**config.mk**
```make
export PLATFORM = sky130hd
export DESIGN_NAME = sprite_bouncer_flat
export DESIGN_NICKNAME = d
export VERILOG_FILES = /design/src/rtl/sprite_bouncer_if.sv /design/src/rtl/sprite_bouncer.sv /design/src/flat_wrapper.sv
export SDC_FILE = /design/constraint.sdc
export NUM_CORES = 1
export LEC_CHECK = 0
export CORE_MARGIN = 2
export CORE_UTILIZATION = 36
export CTS_CLUSTER_DIAMETER = 40
export DETAILED_ROUTE_END_ITERATION = 10
export GPL_TIMING_DRIVEN = 0
export HOLD_SLACK_MARGIN = 0.02
export PLACE_DENSITY = 0.52
export SYNTH_ARGS = -nofsm -noshare
export SYNTH_HDL_FRONTEND = slang
export SYNTH_SLANG_ARGS = --single-unit
```
**constraint.sdc**
```tcl
create_clock -name clk -period 5.6 [get_ports clk]
set_clock_uncertainty 0.2 [all_clocks]
set_input_delay 1.12 -clock clk [delete_from_list [all_inputs] [get_ports clk]]
set_output_delay 1.12 -clock clk [all_outputs]
set_load 0.03 [all_outputs]
```
**src/rtl/sprite_bouncer_if.sv**
```systemverilog
// sprite_bouncer_if
// Configuration bus for the sprite motion engine. The host (master) writes
// one sprite's position and velocity per accepted cycle; the engine (slave)
// reports through cfg_ready whether it can take a write this cycle.
//
// Signals:
//   cfg_we    master->slave  write strobe
//   cfg_idx   master->slave  sprite index being written
//   cfg_x/y   master->slave  new position (unsigned, clamped by the engine)
//   cfg_dx/dy master->slave  new signed velocity
//   cfg_ready slave->master  writes are accepted this cycle
interface sprite_bouncer_if #(
    parameter int NUM_SPRITES = 4,
    parameter int COORD_W     = 16,
    parameter int SPEED_W     = 4
);
    localparam int IDX_W = (NUM_SPRITES > 1) ? $clog2(NUM_SPRITES) : 1;

    logic                      cfg_we;
    logic [IDX_W-1:0]          cfg_idx;
    logic [COORD_W-1:0]        cfg_x;
    logic [COORD_W-1:0]        cfg_y;
    logic signed [SPEED_W-1:0] cfg_dx;
    logic signed [SPEED_W-1:0] cfg_dy;
    logic                      cfg_ready;

    modport master (
        output cfg_we, cfg_idx, cfg_x, cfg_y, cfg_dx, cfg_dy,
        input  cfg_ready
    );

    modport slave (
        input  cfg_we, cfg_idx, cfg_x, cfg_y, cfg_dx, cfg_dy,
        output cfg_ready
    );
endinterface

```
**src/rtl/sprite_bouncer.sv**
```systemverilog
// sprite_bouncer
// Multi-sprite motion engine. Holds a working position/velocity per sprite
// and, on every frame tick (unless paused), steps each sprite by its velocity
// one sprite per cycle through a shared adder, reflecting off the screen
// edges. The finished frame is copied to the published position vectors in a
// single COMMIT cycle so the compositor never sees a half-updated frame.
//
// Ports:
//   clk, reset          clock and synchronous active-high reset
//   frame_tick          one-cycle pulse per frame
//   pause               high: frame ticks are ignored
//   cfg                 configuration bus (sprite_bouncer_if.slave)
//   pos_x, pos_y        published positions, sprite i at [i*COORD_W +: COORD_W]
//   bounce_x, bounce_y  per-sprite edge-hit flags from the last update
//   busy                update in progress
//   update_done         one-cycle pulse after new positions are published
//   overrun             sticky: a tick arrived while busy
module sprite_bouncer #(
    parameter int NUM_SPRITES = 4,
    parameter int SCREEN_W    = 800,
    parameter int SCREEN_H    = 480,
    parameter int SPRITE_W    = 64,
    parameter int SPRITE_H    = 64,
    parameter int COORD_W     = 16,
    parameter int SPEED_W     = 4
) (
    input  logic                           clk,
    input  logic                           reset,
    input  logic                           frame_tick,
    input  logic                           pause,
    sprite_bouncer_if.slave                cfg,
    output logic [NUM_SPRITES*COORD_W-1:0] pos_x,
    output logic [NUM_SPRITES*COORD_W-1:0] pos_y,
    output logic [NUM_SPRITES-1:0]         bounce_x,
    output logic [NUM_SPRITES-1:0]         bounce_y,
    output logic                           busy,
    output logic                           update_done,
    output logic                           overrun
);
    localparam int IDX_W  = (NUM_SPRITES > 1) ? $clog2(NUM_SPRITES) : 1;
    localparam int IDX_W1 = IDX_W + 1;
    localparam int SUM_W  = COORD_W + 2;
    localparam int STEP_W = COORD_W + SPEED_W + 1;

    localparam logic [COORD_W-1:0] MAX_X        = COORD_W'(SCREEN_W - SPRITE_W);
    localparam logic [COORD_W-1:0] MAX_Y        = COORD_W'(SCREEN_H - SPRITE_H);
    localparam logic [IDX_W-1:0]   LAST_IDX     = IDX_W'(NUM_SPRITES - 1);
    localparam logic [IDX_W1-1:0]  SPRITE_COUNT = IDX_W1'(NUM_SPRITES);

    localparam logic signed [SPEED_W-1:0] VEL_MIN = {1'b1, {(SPEED_W-1){1'b0}}};
    localparam logic signed [SPEED_W-1:0] VEL_MAX = {1'b0, {(SPEED_W-1){1'b1}}};
    localparam logic signed [SPEED_W-1:0] VEL_ONE = SPEED_W'(1);

    localparam logic [1:0] ST_IDLE   = 2'd0;
    localparam logic [1:0] ST_UPDATE = 2'd1;
    localparam logic [1:0] ST_COMMIT = 2'd2;

    logic [1:0]       state;
    logic [IDX_W-1:0] idx;

    logic [COORD_W-1:0]        work_x  [NUM_SPRITES];
    logic [COORD_W-1:0]        work_y  [NUM_SPRITES];
    logic signed [SPEED_W-1:0] work_dx [NUM_SPRITES];
    logic signed [SPEED_W-1:0] work_dy [NUM_SPRITES];
    logic [NUM_SPRITES-1:0]    hit_x_pending;
    logic [NUM_SPRITES-1:0]    hit_y_pending;

    logic [COORD_W-1:0]        nxt_x, nxt_y;
    logic signed [SPEED_W-1:0] nxt_dx, nxt_dy;
    logic                      hit_x, hit_y;
    logic                      cfg_accept;
    logic [COORD_W-1:0]        cfg_x_clamped, cfg_y_clamped;

    // One axis of motion. Returns {hit, new_vel, new_pos}. The sum is formed
    // two bits wider than a coordinate so that both underflow below zero and
    // overshoot past the far edge are visible as plain signed comparisons.
    // The most negative velocity has no positive twin, so its magnitude
    // saturates one short.
    function automatic logic [STEP_W-1:0] step_axis(
        input logic [COORD_W-1:0]        pos,
        input logic signed [SPEED_W-1:0] vel,
        input logic [COORD_W-1:0]        max_pos
    );
        logic signed [SUM_W-1:0]   sum;
        logic signed [SPEED_W-1:0] mag;
        logic signed [SPEED_W-1:0] neg_mag;
        logic [STEP_W-1:0]         result;
        sum = $signed({2'b00, pos}) + $signed({{(SUM_W-SPEED_W){vel[SPEED_W-1]}}, vel});
        if (vel == VEL_MIN) begin
            mag = VEL_MAX;
        end else if (vel[SPEED_W-1]) begin
            mag = -vel;
        end else begin
            mag = vel;
        end
        neg_mag = -mag;
        if (sum[SUM_W-1]) begin
            result = {1'b1, mag, {COORD_W{1'b0}}};
        end else if (sum > $signed({2'b00, max_pos})) begin
            result = {1'b1, neg_mag, max_pos};
        end else begin
            result = {1'b0, vel, sum[COORD_W-1:0]};
        end
        return result;
    endfunction

    // Shared per-sprite step: only the sprite selected by idx is evaluated.
    always_comb begin
        {hit_x, nxt_dx, nxt_x} = step_axis(work_x[idx], work_dx[idx], MAX_X);
        {hit_y, nxt_dy, nxt_y} = step_axis(work_y[idx], work_dy[idx], MAX_Y);
    end

    assign busy          = (state != ST_IDLE);
    assign cfg.cfg_ready = ~busy;

    // Writes land only while idle and for an existing sprite; positions are
    // clamped so a sprite can never be configured partly off-screen.
    always_comb begin
        cfg_accept    = cfg.cfg_we && !busy && ({1'b0, cfg.cfg_idx} < SPRITE_COUNT);
        cfg_x_clamped = (cfg.cfg_x > MAX_X) ? MAX_X : cfg.cfg_x;
        cfg_y_clamped = (cfg.cfg_y > MAX_Y) ? MAX_Y : cfg.cfg_y;
    end

    // Sequencer, working set, published set and status flags. A config write
    // and an accepted tick in the same idle cycle both happen at that edge;
    // the update reads the working set only on later cycles, so it sees the
    // freshly written values.
    always_ff @(posedge clk) begin
        if (reset) begin
            state         <= ST_IDLE;
            idx           <= '0;
            pos_x         <= '0;
            pos_y         <= '0;
            bounce_x      <= '0;
            bounce_y      <= '0;
            hit_x_pending <= '0;
            hit_y_pending <= '0;
            update_done   <= 1'b0;
            overrun       <= 1'b0;
            for (int i = 0; i < NUM_SPRITES; i++) begin
                work_x[i]  <= '0;
                work_y[i]  <= '0;
                work_dx[i] <= VEL_ONE;
                work_dy[i] <= VEL_ONE;
            end
        end else begin
            update_done <= 1'b0;

            case (state)
                ST_IDLE: begin
                    if (frame_tick && !pause) begin
                        state <= ST_UPDATE;
                        idx   <= '0;
                    end
                end
                ST_UPDATE: begin
                    work_x[idx]        <= nxt_x;
                    work_y[idx]        <= nxt_y;
                    work_dx[idx]       <= nxt_dx;
                    work_dy[idx]       <= nxt_dy;
                    hit_x_pending[idx] <= hit_x;
                    hit_y_pending[idx] <= hit_y;
                    if (idx == LAST_IDX) begin
                        state <= ST_COMMIT;
                    end else begin
                        idx <= idx + 1'b1;
                    end
                end
                ST_COMMIT: begin
                    for (int i = 0; i < NUM_SPRITES; i++) begin
                        pos_x[i*COORD_W +: COORD_W] <= work_x[i];
                        pos_y[i*COORD_W +: COORD_W] <= work_y[i];
                    end
                    bounce_x    <= hit_x_pending;
                    bounce_y    <= hit_y_pending;
                    update_done <= 1'b1;
                    state       <= ST_IDLE;
                end
                default: begin
                    state <= ST_IDLE;
                end
            endcase

            if (frame_tick && !pause && busy) begin
                overrun <= 1'b1;
            end

            if (cfg_accept) begin
                work_x[cfg.cfg_idx]  <= cfg_x_clamped;
                work_y[cfg.cfg_idx]  <= cfg_y_clamped;
                work_dx[cfg.cfg_idx] <= cfg.cfg_dx;
                work_dy[cfg.cfg_idx] <= cfg.cfg_dy;
                pos_x[cfg.cfg_idx*COORD_W +: COORD_W] <= cfg_x_clamped;
                pos_y[cfg.cfg_idx*COORD_W +: COORD_W] <= cfg_y_clamped;
            end
        end
    end
endmodule

```
**src/flat_wrapper.sv**
```systemverilog
// flat-port wrapper written by rule: the top's interface ports become plain ports
module sprite_bouncer_flat 
#(
    parameter int NUM_SPRITES = 4,
    parameter int SCREEN_W    = 800,
    parameter int SCREEN_H    = 480,
    parameter int SPRITE_W    = 64,
    parameter int SPRITE_H    = 64,
    parameter int COORD_W     = 16,
    parameter int SPEED_W     = 4
)
  (clk, reset, frame_tick, pause, pos_x, pos_y, bounce_x, bounce_y, busy, update_done, overrun, cfg_cfg_we, cfg_cfg_idx, cfg_cfg_x, cfg_cfg_y, cfg_cfg_dx, cfg_cfg_dy, cfg_cfg_ready);
  sprite_bouncer_if #(.NUM_SPRITES(NUM_SPRITES), .COORD_W(COORD_W), .SPEED_W(SPEED_W)) cfg_i ();
  input  logic clk;
  input  logic reset;
  input  logic frame_tick;
  input  logic pause;
  output logic [NUM_SPRITES*COORD_W-1:0] pos_x;
  output logic [NUM_SPRITES*COORD_W-1:0] pos_y;
  output logic [NUM_SPRITES-1:0] bounce_x;
  output logic [NUM_SPRITES-1:0] bounce_y;
  output logic busy;
  output logic update_done;
  output logic overrun;
  input wire logic [$bits(cfg_i.cfg_we)-1:0] cfg_cfg_we;
  input wire logic [$bits(cfg_i.cfg_idx)-1:0] cfg_cfg_idx;
  input wire logic [$bits(cfg_i.cfg_x)-1:0] cfg_cfg_x;
  input wire logic [$bits(cfg_i.cfg_y)-1:0] cfg_cfg_y;
  input wire logic [$bits(cfg_i.cfg_dx)-1:0] cfg_cfg_dx;
  input wire logic [$bits(cfg_i.cfg_dy)-1:0] cfg_cfg_dy;
  output wire logic [$bits(cfg_i.cfg_ready)-1:0] cfg_cfg_ready;
  assign cfg_i.cfg_we = cfg_cfg_we;
  assign cfg_i.cfg_idx = cfg_cfg_idx;
  assign cfg_i.cfg_x = cfg_cfg_x;
  assign cfg_i.cfg_y = cfg_cfg_y;
  assign cfg_i.cfg_dx = cfg_cfg_dx;
  assign cfg_i.cfg_dy = cfg_cfg_dy;
  assign cfg_cfg_ready = cfg_i.cfg_ready;
  sprite_bouncer #(.NUM_SPRITES(NUM_SPRITES), .SCREEN_W(SCREEN_W), .SCREEN_H(SCREEN_H), .SPRITE_W(SPRITE_W), .SPRITE_H(SPRITE_H), .COORD_W(COORD_W), .SPEED_W(SPEED_W)) u_core (.clk(clk), .reset(reset), .frame_tick(frame_tick), .pause(pause), .cfg(cfg_i), .pos_x(pos_x), .pos_y(pos_y), .bounce_x(bounce_x), .bounce_y(bounce_y), .busy(busy), .update_done(update_done), .overrun(overrun));
endmodule
```
; ---- Yosys cells after proc, flatten, opt, wreduce, memory -nomap -nowiden
; Memories as Yosys holds them, arrays and structs flattened. A register that Yosys moved wholly into a read port is not among the register bits.
; Index checks and enable logic that the tools add are counted.
; W data, S select, Z words.
[word_totals]
ff_bits = 150
latchBits = 0
ram_bits = 160
rom_bits = 0
input_bits = 47
wordCells = 128
mem_count = 4
[mem_list]
columns = memory, depth, width, rd, rd_ports_with_merged_regs, wr, line_no
row1 = u_core.work_x, 4, 16, 5, 1, 4, sprite_bouncer.sv:61  ; logic [COORD_W-1:0] work_x [NUM_SPRITES];
row2 = u_core.work_y, 4, 16, 5, 1, 4, sprite_bouncer.sv:62  ; logic [COORD_W-1:0] work_y [NUM_SPRITES];
row3 = u_core.work_dx, 4, 4, 1, 1, 4, sprite_bouncer.sv:63  ; logic signed [SPEED_W-1:0] work_dx [NUM_SPRITES];
row4 = u_core.work_dy, 4, 4, 1, 1, 4, sprite_bouncer.sv:64  ; logic signed [SPEED_W-1:0] work_dy [NUM_SPRITES];
[op_classes]
addsub = 8
multipliers = 0
div_mod_pow = 0
n_lt_le_gt_ge = 6
eq_ne = 8
shifts = 3
mux = 69
n_bitwise = 1
reduce_logical = 19
[op_table]
columns = operator, n
row1 = $mux W64, 6
row2 = $bwmux W64, 2
row3 = $shiftx A16 B34 Y64, 2
row4 = $mux W16, 6
row5 = $mux W21, 4
row6 = $reduce_or A16 Y1, 4
row7 = $shift A16 B34 Y64 const A, 1
row8 = $mux W2, 20
row9 = $add A17 B4 Y18, 2
row10 = $neg A6 Y34, 1
row11 = $mux W4, 8
row12 = $gt A18 B10 Y1 const B, 1
row13 = $gt A18 B11 Y1 const B, 1
row14 = $mux W1, 18
row15 = $gt A16 B10 Y1 const B, 1
row16 = $gt A16 B9 Y1 const B, 1
row17 = $neg A4 Y4, 4
row18 = $reduce_or A4 Y1, 4
row19 = $bwmux W4, 2
row20 = $eq A4 B4 Y1 const B, 2
row21 = $pmux W2 S2, 2
row22 = $eq A2 B2 Y1 const B, 2
row23 = $logic_and A1 B1 Y1, 4
row24 = $ne A2 B1 Y1 const B, 2
row25 = 12 further kinds, 14

; ---- Depth between registers and ports, before layout
; Gate-level depths: netlist (run 1).
[logic_depth]
ltp_word = 8
depth_mapped = 17
mapped_depth_nobuf = 12

; ---- Worst setup path before layout (run 1)
; OpenSTA, ideal clock, no wires.
[synth_path]
path_kind = flip-flop to flip-flop
startpoint = register with a tool-made name
endpoint = memory u_core.work_dx[2][1], data pin
setup_time_ns = 0.270
arrival_ns = 4.588
required_ns = 5.130
setup_slack_ns = 0.542
path_stages_with_launch = 17
path_buffers = 4
period_less_slack_ns = 5.058
cell_sequence = dfxtp_1 clkbuf_1 buf_2 buf_1 mux4_2 ha_1 fa_1 a211oi_1 o211ai_1 a211oi_1 or4_1 o211ai_1 nor4_2 and2_1 buf_6 mux2i_1 o31ai_1
[synth_rtl]
columns = element, line_no
row1 = end: declaration, sprite_bouncer.sv:63

==> results of run 1 <==
kinds of logic after synthesis:
logic type / count (synthesis) / share of synthesized area (%)
xor gates and xnor gates: 19 / 1.14
and+or+nand+nor: 452 / 13.4
buffers and inverters: 120 / 3.09
other: 1 / 0.0247
muxes: 111 / 10.6
adders and majority gates: 49 / 4.13
DFF: 312 / 51.6
AOI/OAI and AO/OA: 379 / 16.0
synth_stat cells (4+ instances only):
library cell  count  share of area (%)
a211o_1           5               0.29
a211oi_1         13               0.64
a21o_1           19               0.94
a21oi_1         142                4.7
a311oi_1          8               0.46
a31oi_1          16               0.66
and2_1            5               0.21
and3_1            7               0.29
buf_1            11               0.27
clkbuf_1         66                1.6
dfxtp_1         152                 20
edfxtp_1        160                 32
ha_1             47                3.9
inv_1            37               0.91
mux2i_1          71                4.7
mux4_2           40                5.9
nand2_1         208                5.1
nand2b_1         19               0.78
nand3_1          16               0.53
nand4_1           7               0.29
nor2_1          122                3.0
nor2b_1          10               0.41
nor3_1           11               0.36
nor3b_1          10               0.49
nor4_1            9               0.37
o211a_1           5               0.33
o211ai_1          6               0.30
o21a_1            4               0.20
o21ai_0          38                1.3
o22a_1           16               0.92
o22ai_1          61                2.5
o31ai_1          11               0.54
o32a_1            6               0.40
or2_2             8               0.33
or3_1             6               0.25
xnor2_1           7               0.40
xor2_1           11               0.63
what timing repair did:
item,in CTS,in global routing
endpoints found under the hold margin,0,0
buffers inserted,0,5
resized for setup,21,14
pin swaps,0,2
endpoints found under the setup margin,116,97
power groups by stage:
| stage | clock network (mW) | registers (mW) | logic, mW |
|---|---|---|---|
| after floorplan | 0 | 2.59 | 0.423 |
| after global placement | 0 | 2.61 | 0.650 |
| after detailed placement | 0 | 2.60 | 0.665 |
| after CTS | 3.11 | 2.56 | 0.672 |
| after global routing | 3.22 | 2.56 | 0.733 |
| final | 3.06 | 2.56 | 0.679 |
worst min-delay path: cells and delay by family, from the launching register on:
family | cells | cell delay (ps)
DFF | 1 | 300
and+or+nand+nor | 1 | 50
AOI/OAI and AO/OA | 1 | 50
worst paths after layout:
path	startpoint	end	slack [ps]	cells past startpoint
max	flop	u_core.work_x[2][9]	170	16
min	u_core.pos_x[43]	u_core.pos_x[43]	250	2
min reg2reg	u_core.pos_x[43]	u_core.pos_x[43]	250	2
max reg2reg	flop	u_core.work_x[2][9]	170	16
layout make-up:
| type | instances | share of cell area [%] |
|---|---|---|
| Buffer | 81 | 1.80 |
| Clock inverter | 32 | 1.35 |
| Tap cell | 539 | 3.41 |
| Inverter | 37 | 0.702 |
| Sequential cell | 312 | 39.7 |
| Clock buffer | 63 | 7.15 |
| Timing Repair Buffer | 193 | 9.85 |
| Multi-Input combinational cell | 1062 | 36.1 |
registers in the layout (all words and copies together) (netlist names), named ones only:
signal                count
u_core.bounce_x           4
u_core.bounce_y           4
u_core.hit_x_pending      4
u_core.hit_y_pending      4
u_core.idx                2
u_core.overrun            1
u_core.pos_x             64
u_core.pos_y             64
u_core.state              2
u_core.update_done        1
u_core.work_dx           16
u_core.work_dy           16
u_core.work_x            64
u_core.work_y            64
metrics by stage:
stage	area, um2	instances
6_report	19800	2319
5_1_grt	19800	2319
4_1_cts	19700	2316
3_5_place_dp	18000	2221
3_3_place_gp	17900	2218
2_1_floorplan	15400	1494
cells in the final DEF, fill, tap and decap left out, types with 7 or more instances in the layout:
cell type | Yosys | routed
a211oi_1 | 13 | 12
a21o_1 | 19 | 19
a21oi_1 | 142 | 142
a311oi_1 | 8 | 8
a31oi_1 | 16 | 16
and3_1 | 7 | 7
buf_1 | 11 | 7
buf_4 | 2 | 9
clkbuf_1 | 66 | 66
clkbuf_16 | 0 | 54
clkdlybuf4s50_1 | 0 | 185
clkinv_2 | 0 | 9
conb_1 | 1 | 52
dfxtp_1 | 152 | 152
edfxtp_1 | 160 | 160
ha_1 | 47 | 47
inv_1 | 37 | 37
inv_6 | 0 | 8
mux2i_1 | 71 | 71
mux4_2 | 40 | 40
nand2_1 | 208 | 208
nand2b_1 | 19 | 16
nand3_1 | 16 | 16
nand4_1 | 7 | 7
nor2_1 | 122 | 121
nor2b_1 | 10 | 10
nor3_1 | 11 | 11
nor3b_1 | 10 | 9
nor4_1 | 9 | 8
o21ai_0 | 38 | 37
o22a_1 | 16 | 16
o22ai_1 | 61 | 61
o31ai_1 | 11 | 11
or2_2 | 8 | 8
xnor2_1 | 7 | 7
xor2_1 | 11 | 11
metal layers:
layer	global-route usage, %	vias up	share of wire [%]
li1	-	5919	-
met1	30.1	6279	42
met2	39.6	465	48
met3	3.76	96	5.8
met4	9.22	0	3.3
met5	0	-	0
==> out/metrics.csv, run 1 <==
metric;value;unit
critical path cell sequence;clkbuf_2 -> clkdlybuf4s15_2 -> mux4_2 -> ha_1 -> fa_1 -> a211oi_2 -> o21ai_0 -> nand2_1 -> xor2_1 -> o2111ai_1 -> nor4_4 -> and2_1 -> buf_6 -> buf_4 -> a21o_1 -> a21oi_1;
CP Buf/Inv Count;4;
final worst slack;173;ps
post-route core utilization;47.3;%
post-synth design cell area;0.0152;mm2
post-route clock period utilization;96.9;%
status;finished, final reports clean;
post-route ant nets;0;
routability cong.;0.868;
final WL;52300;um
Final Max Slew Viols;0;
Avg Cell Area, Syn;10.5;um2
Worst Hold Class;flop to flop;
Sw Pwr;1.65;mW
min Tclk post-route;5430;ps
Arrival @ worst endpoint;5520;ps
GRT Util Overall;23.4;%
Max Cap Viol;0;
Net Sw Frac;26.2;%
clock sinks;312;
leakage power;6.91;nW
CTS root buf;clkbuf_16;
CTS tree;done;
Max FO, Critical Path;10;
Core Region;0.0419;mm2
area of the multi-input gates;0.00714;mm2
Top delay family on crit path;buffers and inverters;
initial DRC count;963;
Syn Inst Count;1443;
Peak VDD IR;247;uV
Cell Pwr Density;318;mW/mm2
vias per inst;5.50;
FP Rows;75;
FMAX;0.184;GHz
Synth Warn #;0;
share of total power in combinational logic;10.8;%
Final setup viols;0;
Slew Limit Headroom;15.0;%
Die X;209;um
Clock Pin Slew Worst Setup and Hold Paths;60;ps
Setup WS pre-CTS;-1030;ps
dpl hpwl;37400;um
first-pass GRT wire length;76500;um
Fill cells;3890;
initial antenna violation count;0;
Synth cell types;72;
Tightest Pin Transition;1270;ps
part of the power in the clock network;48.6;%
largest net degree at the start of global routing;41;
worst hold margin;253;ps
Final #Nets;1834;
CP max-delay cell;clkdlybuf4s15_2;
P_int;4.65;mW
EDFF count, synth;160;
FF+latch count, synth;312;
initial core utilization;36.3;%
fraction of layout cells with a size suffix above 1;9.83;%
clk_lat worst skew;580;ps
Critical Path Start Type;flop;
Async S/R FF share, synth;0;%
hold_buf cts;0;
Setup TNS;0;ps
critical path capture point type;flop;
detailed-route wire length per cell;22.6;um
CTS Buf Count;51;
DR pass1 iterations;5;
Worst path max stage delay;540;ps
Critical Setup Path Class;flop to flop;
Register Area;0.00785;mm2
sequential fraction of the synthesis area;51.6;%
drc violations;0;
Buffers on Ports;185;
Area Overhead vs Synth;30.2;%
CP Data Required Time;5690;ps
total grt overflow;0;
sequential power share;40.6;%
H-tree Lvls;2;
Post-synth top flop;edfxtp_1;
antenna diode count;0;
vias in the first global route;12500;
post-layout total power;6.30;mW
chip height;209;um
Vias;12800;
io pins;187;
final hold violation count;0;
Die ar.;0.0439;mm2
clk buf depth;3;
Power figures use the tool's default switching activity.
==> inputs of run 2 (changes only) <==
--- a/config.mk
+++ b/config.mk
@@ -11,7 +11,9 @@
 export DETAILED_ROUTE_END_ITERATION = 10
 export GPL_TIMING_DRIVEN = 0
 export HOLD_SLACK_MARGIN = 0.02
+export MAX_ROUTING_LAYER = met4
 export PLACE_DENSITY = 0.52
+export SKIP_LAST_GASP = 1
 export SYNTH_ARGS = -nofsm -noshare
 export SYNTH_HDL_FRONTEND = slang
 export SYNTH_SLANG_ARGS = --single-unit
==> run 2 against run 1 <==
Flip-flop and latch count is the same. Non-clock buffer count shrank 1. Clock power shrank 3%. First-iteration DRC count shrank 0.62%. Via count is essentially flat. Die area is the same. Combinational power is essentially flat. Wire length grew 0.24%. Critical path depth is the same.
==> out/metrics.csv, run 2 (synthesized netlist as in run 1, its figures left out) <==
metric;value;unit
vias in the first global route;12600;
drc violations;0;
commonest cells after routing, fill and taps aside;nand2_1, clkdlybuf4s50_1, edfxtp_1;
Final #Nets;1828;
final WL;52500;um
DR pass1 iterations;5;
clk_lat worst skew;580;ps
worst hold margin;253;ps
CP Data Required Time;5680;ps
Peak VDD IR;218;uV
chip height;209;um
Critical Path Start Type;flop;
Final Max Slew Viols;0;
Die ar.;0.0439;mm2
Arrival @ worst endpoint;5380;ps
final hold violation count;0;
FP Rows;75;
routability cong.;0.875;
Critical Setup Path Class;flop to flop;
post-route ant nets;0;
Max FO, Critical Path;10;
Clock Pin Slew Worst Setup and Hold Paths;50;ps
detailed-route wire length per cell;22.7;um
min Tclk post-route;5300;ps
io pins;187;
critical path capture point type;flop;
post-route core utilization;47.0;%
clk buf depth;3;
Buffers on Ports;185;
initial core utilization;36.3;%
Cell Pwr Density;315;mW/mm2
largest net degree at the start of global routing;41;
RSZ-0062 raised after global routing;no;
initial antenna violation count;0;
clock sinks;312;
GRT Util Overall;24.3;%
Area Overhead vs Synth;29.5;%
fraction of layout cells with a size suffix above 1;9.21;%
Core Region;0.0419;mm2
antenna diode count;0;
vias per inst;5.53;
leakage power;6.86;nW
status;finished, final reports clean;
Worst Hold Class;flop to flop;
Final setup viols;0;
dpl hpwl;37500;um
FMAX;0.189;GHz
most common cell after layout, fill and taps aside;nand2_1;
CTS tree;done;
post-route clock period utilization;94.6;%
total grt overflow;0;
CTS Buf Count;46;
initial DRC count;957;
first-pass GRT wire length;77400;um
Die X;209;um
Max Cap Viol;0;
flop2flop setup slack;300;ps
Slew Limit Headroom;19.7;%
Vias;12800;
H-tree Lvls;2;
CTS root buf;clkbuf_16;
hold_buf cts;0;
Tightest Pin Transition;1200;ps
[run 2: path summary, 6_finish.rpt]
| path | depth (start not counted) | start | endpoint |
|---|---|---|---|
| max | 16 | flop | u_core.work_x[1][9] |
| min | 2 | u_core.pos_x[61] | u_core.pos_x[61] |
| max reg2reg | 16 | flop | u_core.work_x[1][9] |
| min reg2reg | 2 | u_core.pos_x[61] | u_core.pos_x[61] |
[run 2: repair_timing]
action                     in CTS  in global routing
setup endpoints to repair     116                 98
pin swaps                       1                  1
setup buffers                   2                  2
resized for setup              19                 21
[run 2: power by group]
group | internal (mW) | switching (mW)
combinational | 0.240 | 0.441
sequential | 2.51 | 0.0497
clock | 1.86 | 1.11
[run 2: layout make-up]
cell class	instances	area, um2
buffer	81	354
tap	539	674
clock buffer	62	1290
multi-input combinational	1062	7140
sequential	312	7850
inverter	37	139
fill	3950	22200
timing repair buffer	192	1940
clock inverter	24	287
[run 2: through the flow]
step / instance area (um2) / setup TNS, ps / power (mW) / worst slack, ps / instances
after detailed placement: 18000 / -76420 / 3.27 / -1050 / 2221
final: 19700 / 0 / 6.21 / 304 / 2309
after global routing: 19700 / 0 / 6.40 / 64.6 / 2309
after global placement: 17900 / -108330 / 3.26 / -1050 / 2218
after floorplan: 15400 / 0 / 3.01 / 542 / 1494
after CTS: 19600 / 0 / 6.23 / 39.9 / 2309
[run 2: critical path, stage by stage, from the launching register on]
cell and delay, ps:
dfxtp_1 420, clkbuf_2 360, buf_2 440, mux4_2 400, ha_1 240, fa_1 450, a211oi_2 300, o21ai_0 230
nand2_1 180, xor2_1 340, o2111ai_1 200, nor4_4 410, and2_1 190, buf_6 130, buf_4 210, a21o_1 210
a21oi_1 90
[run 2: layer usage]
metal | vias to the layer above | GRT usage, % | wire [um]
li1 | 5909 | - | -
met1 | 6350 | 30.5 | 22500
met2 | 420 | 40.1 | 25400
met3 | 84 | 4.22 | 3110
met4 | 0 | 8.05 | 1480
met5 | - | - | 0
==> inputs of run 3 (changes only) <==
--- a/config.mk
+++ b/config.mk
@@ -6,13 +6,13 @@
 export NUM_CORES = 1
 export LEC_CHECK = 0
 export CORE_MARGIN = 2
-export CORE_UTILIZATION = 36
+export CORE_UTILIZATION = 40
 export CTS_CLUSTER_DIAMETER = 40
 export DETAILED_ROUTE_END_ITERATION = 10
 export GPL_TIMING_DRIVEN = 0
 export HOLD_SLACK_MARGIN = 0.02
 export MAX_ROUTING_LAYER = met4
-export PLACE_DENSITY = 0.52
+export PLACE_DENSITY = 0.57
 export SKIP_LAST_GASP = 1
 export SYNTH_ARGS = -nofsm -noshare
 export SYNTH_HDL_FRONTEND = slang
==> run 3 against run 2 <==
Cell count is 0.87% lower. Critical path type unchanged. Flip-flop and latch count stayed put. Die area is 9.8% lower. Highest routed layer unchanged. Critical endpoint is now u_core.work_x[2][9]. Wire length is 2.2% lower.
==> out/metrics.csv, run 3 (synthesized netlist as in run 1, its figures left out) <==
metric;value;unit
post-route ant nets;0;
final WL;51300;um
GRT Util Overall;27.0;%
leakage power;6.92;nW
Buffers on Ports;185;
Tightest Pin Transition;1270;ps
DR pass1 iterations;5;
initial DRC count;1007;
Clock Pin Slew Worst Setup and Hold Paths;50;ps
Slew Limit Headroom;15.3;%
Cell Pwr Density;322;mW/mm2
RSZ-0062 raised after global routing;no;
FMAX;0.185;GHz
initial core utilization;40.4;%
Peak VDD IR;226;uV
initial antenna violation count;2;
first-pass GRT wire length;76500;um
FP Rows;71;
critical path capture point type;flop;
Final Max Slew Viols;0;
CTS tree;done;
Core Region;0.0376;mm2
drc violations;0;
largest net degree at the start of global routing;41;
most common cell after layout, fill and taps aside;nand2_1;
Fill cells;3419;
CTS Buf Count;50;
H-tree Lvls;2;
Max FO, Critical Path;10;
clock sinks;312;
post-route core utilization;52.6;%
commonest cells after routing, fill and taps aside;nand2_1, clkdlybuf4s50_1, edfxtp_1;
post-layout total power;6.37;mW
routability cong.;0.877;
CTS root buf;clkbuf_16;
vias per inst;5.59;
Register Area;0.00785;mm2
CP Data Required Time;5690;ps
post-route clock period utilization;96.8;%
clk buf depth;3;
vias in the first global route;12600;
Final #Nets;1832;
total grt overflow;0;
io pins;187;
Die ar.;0.0396;mm2
chip height;199;um
Critical Path Start Type;flop;
Worst Hold Class;flop to flop;
Arrival @ worst endpoint;5510;ps
min Tclk post-route;5420;ps
status;finished, final reports clean;
dpl hpwl;36500;um
area of the multi-input gates;0.00713;mm2
Vias;12800;
Max Cap Viol;0;
final hold violation count;0;
Area Overhead vs Synth;30.1;%
fraction of layout cells with a size suffix above 1;9.68;%
Critical Setup Path Class;flop to flop;
Final setup viols;0;
Die X;199;um
detailed-route wire length per cell;22.4;um
clk_lat worst skew;580;ps
## run 3: cell count changes in the layout (fill, tap and decap cells not counted), sizes merged
cell,previous run,this run
clkbuf,127,129
clkdlybuf4s15,0,1
inv,42,48
clkinv,13,10
bufinv,5,2
clkinvlp,1,4
diode,0,2
## run 3: power by group
| group | internal [mW] | switching [mW] | total [mW] |
|---|---|---|---|
| Clock | 1.95 | 1.19 | 3.14 |
| Combinational | 0.236 | 0.438 | 0.674 |
| Sequential | 2.51 | 0.0500 | 2.56 |
| Total | 4.70 | 1.68 | 6.37 |
## run 3: path summary, 6_finish.rpt
path / start / to / slack, ps / cells after the start
min: u_core.pos_y[27] / u_core.pos_y[27] / 250 / 2
max reg2reg: flop / u_core.work_x[2][9] / 180 / 16
max: flop / u_core.work_x[2][9] / 180 / 16
min reg2reg: u_core.pos_y[27] / u_core.pos_y[27] / 250 / 2
## run 3: cell type report
type                            instances  area share [%]
Sequential cell                       312            39.7
Multi-Input combinational cell       1062            36.1
Timing Repair Buffer                  191            9.72
Clock buffer                           65            7.36
Tap cell                              511            3.23
Buffer                                 82            1.82
Clock inverter                         27            1.37
Inverter                               37           0.702
Antenna cell                            2          0.0253
## run 3: layer usage
metal  vias up  GRT usage, %  routed length [um]
met4         0          9.48                1430
met3        91          3.78                3080
met5         -             -                   0
met2       480          43.7               24400
li1       5938             -                   -
met1      6289          34.7               22400
## run 3: through the flow
stage | area [um2] | setup slack (ps) | std cells | hold WS, ps | TNS [ps]
after detailed placement | 18000 | -970 | 2192 | 247 | -66250
final | 19800 | 180 | 2289 | 252 | 0
after CTS | 19700 | 0.372 | 2284 | 256 | 0
after floorplan | 15400 | 542 | 1494 | 232 | 0
after global placement | 17900 | -981 | 2190 | 245 | -102250
after global routing | 19800 | 6.21 | 2289 | 267 | 0
## run 3: critical path, cell delays in order, from the launching register on
cell	delay, ps
dfxtp_1	420
clkbuf_2	370
clkdlybuf4s15_2	550
mux4_2	430
ha_1	250
fa_1	450
a211oi_2	310
o21ai_0	250
nand2_1	180
xor2_1	370
o2111ai_1	210
nor4_4	310
and2_1	170
buf_6	130
buf_4	200
a21o_1	220
a21oi_1	100
## run 3: what timing repair did
action	in CTS	in global routing
resized for setup	19	16
pin swaps	0	2
endpoints found under the setup margin	116	101
gates cloned	0	0
hold buffers	0	0
setup buffers	0	4
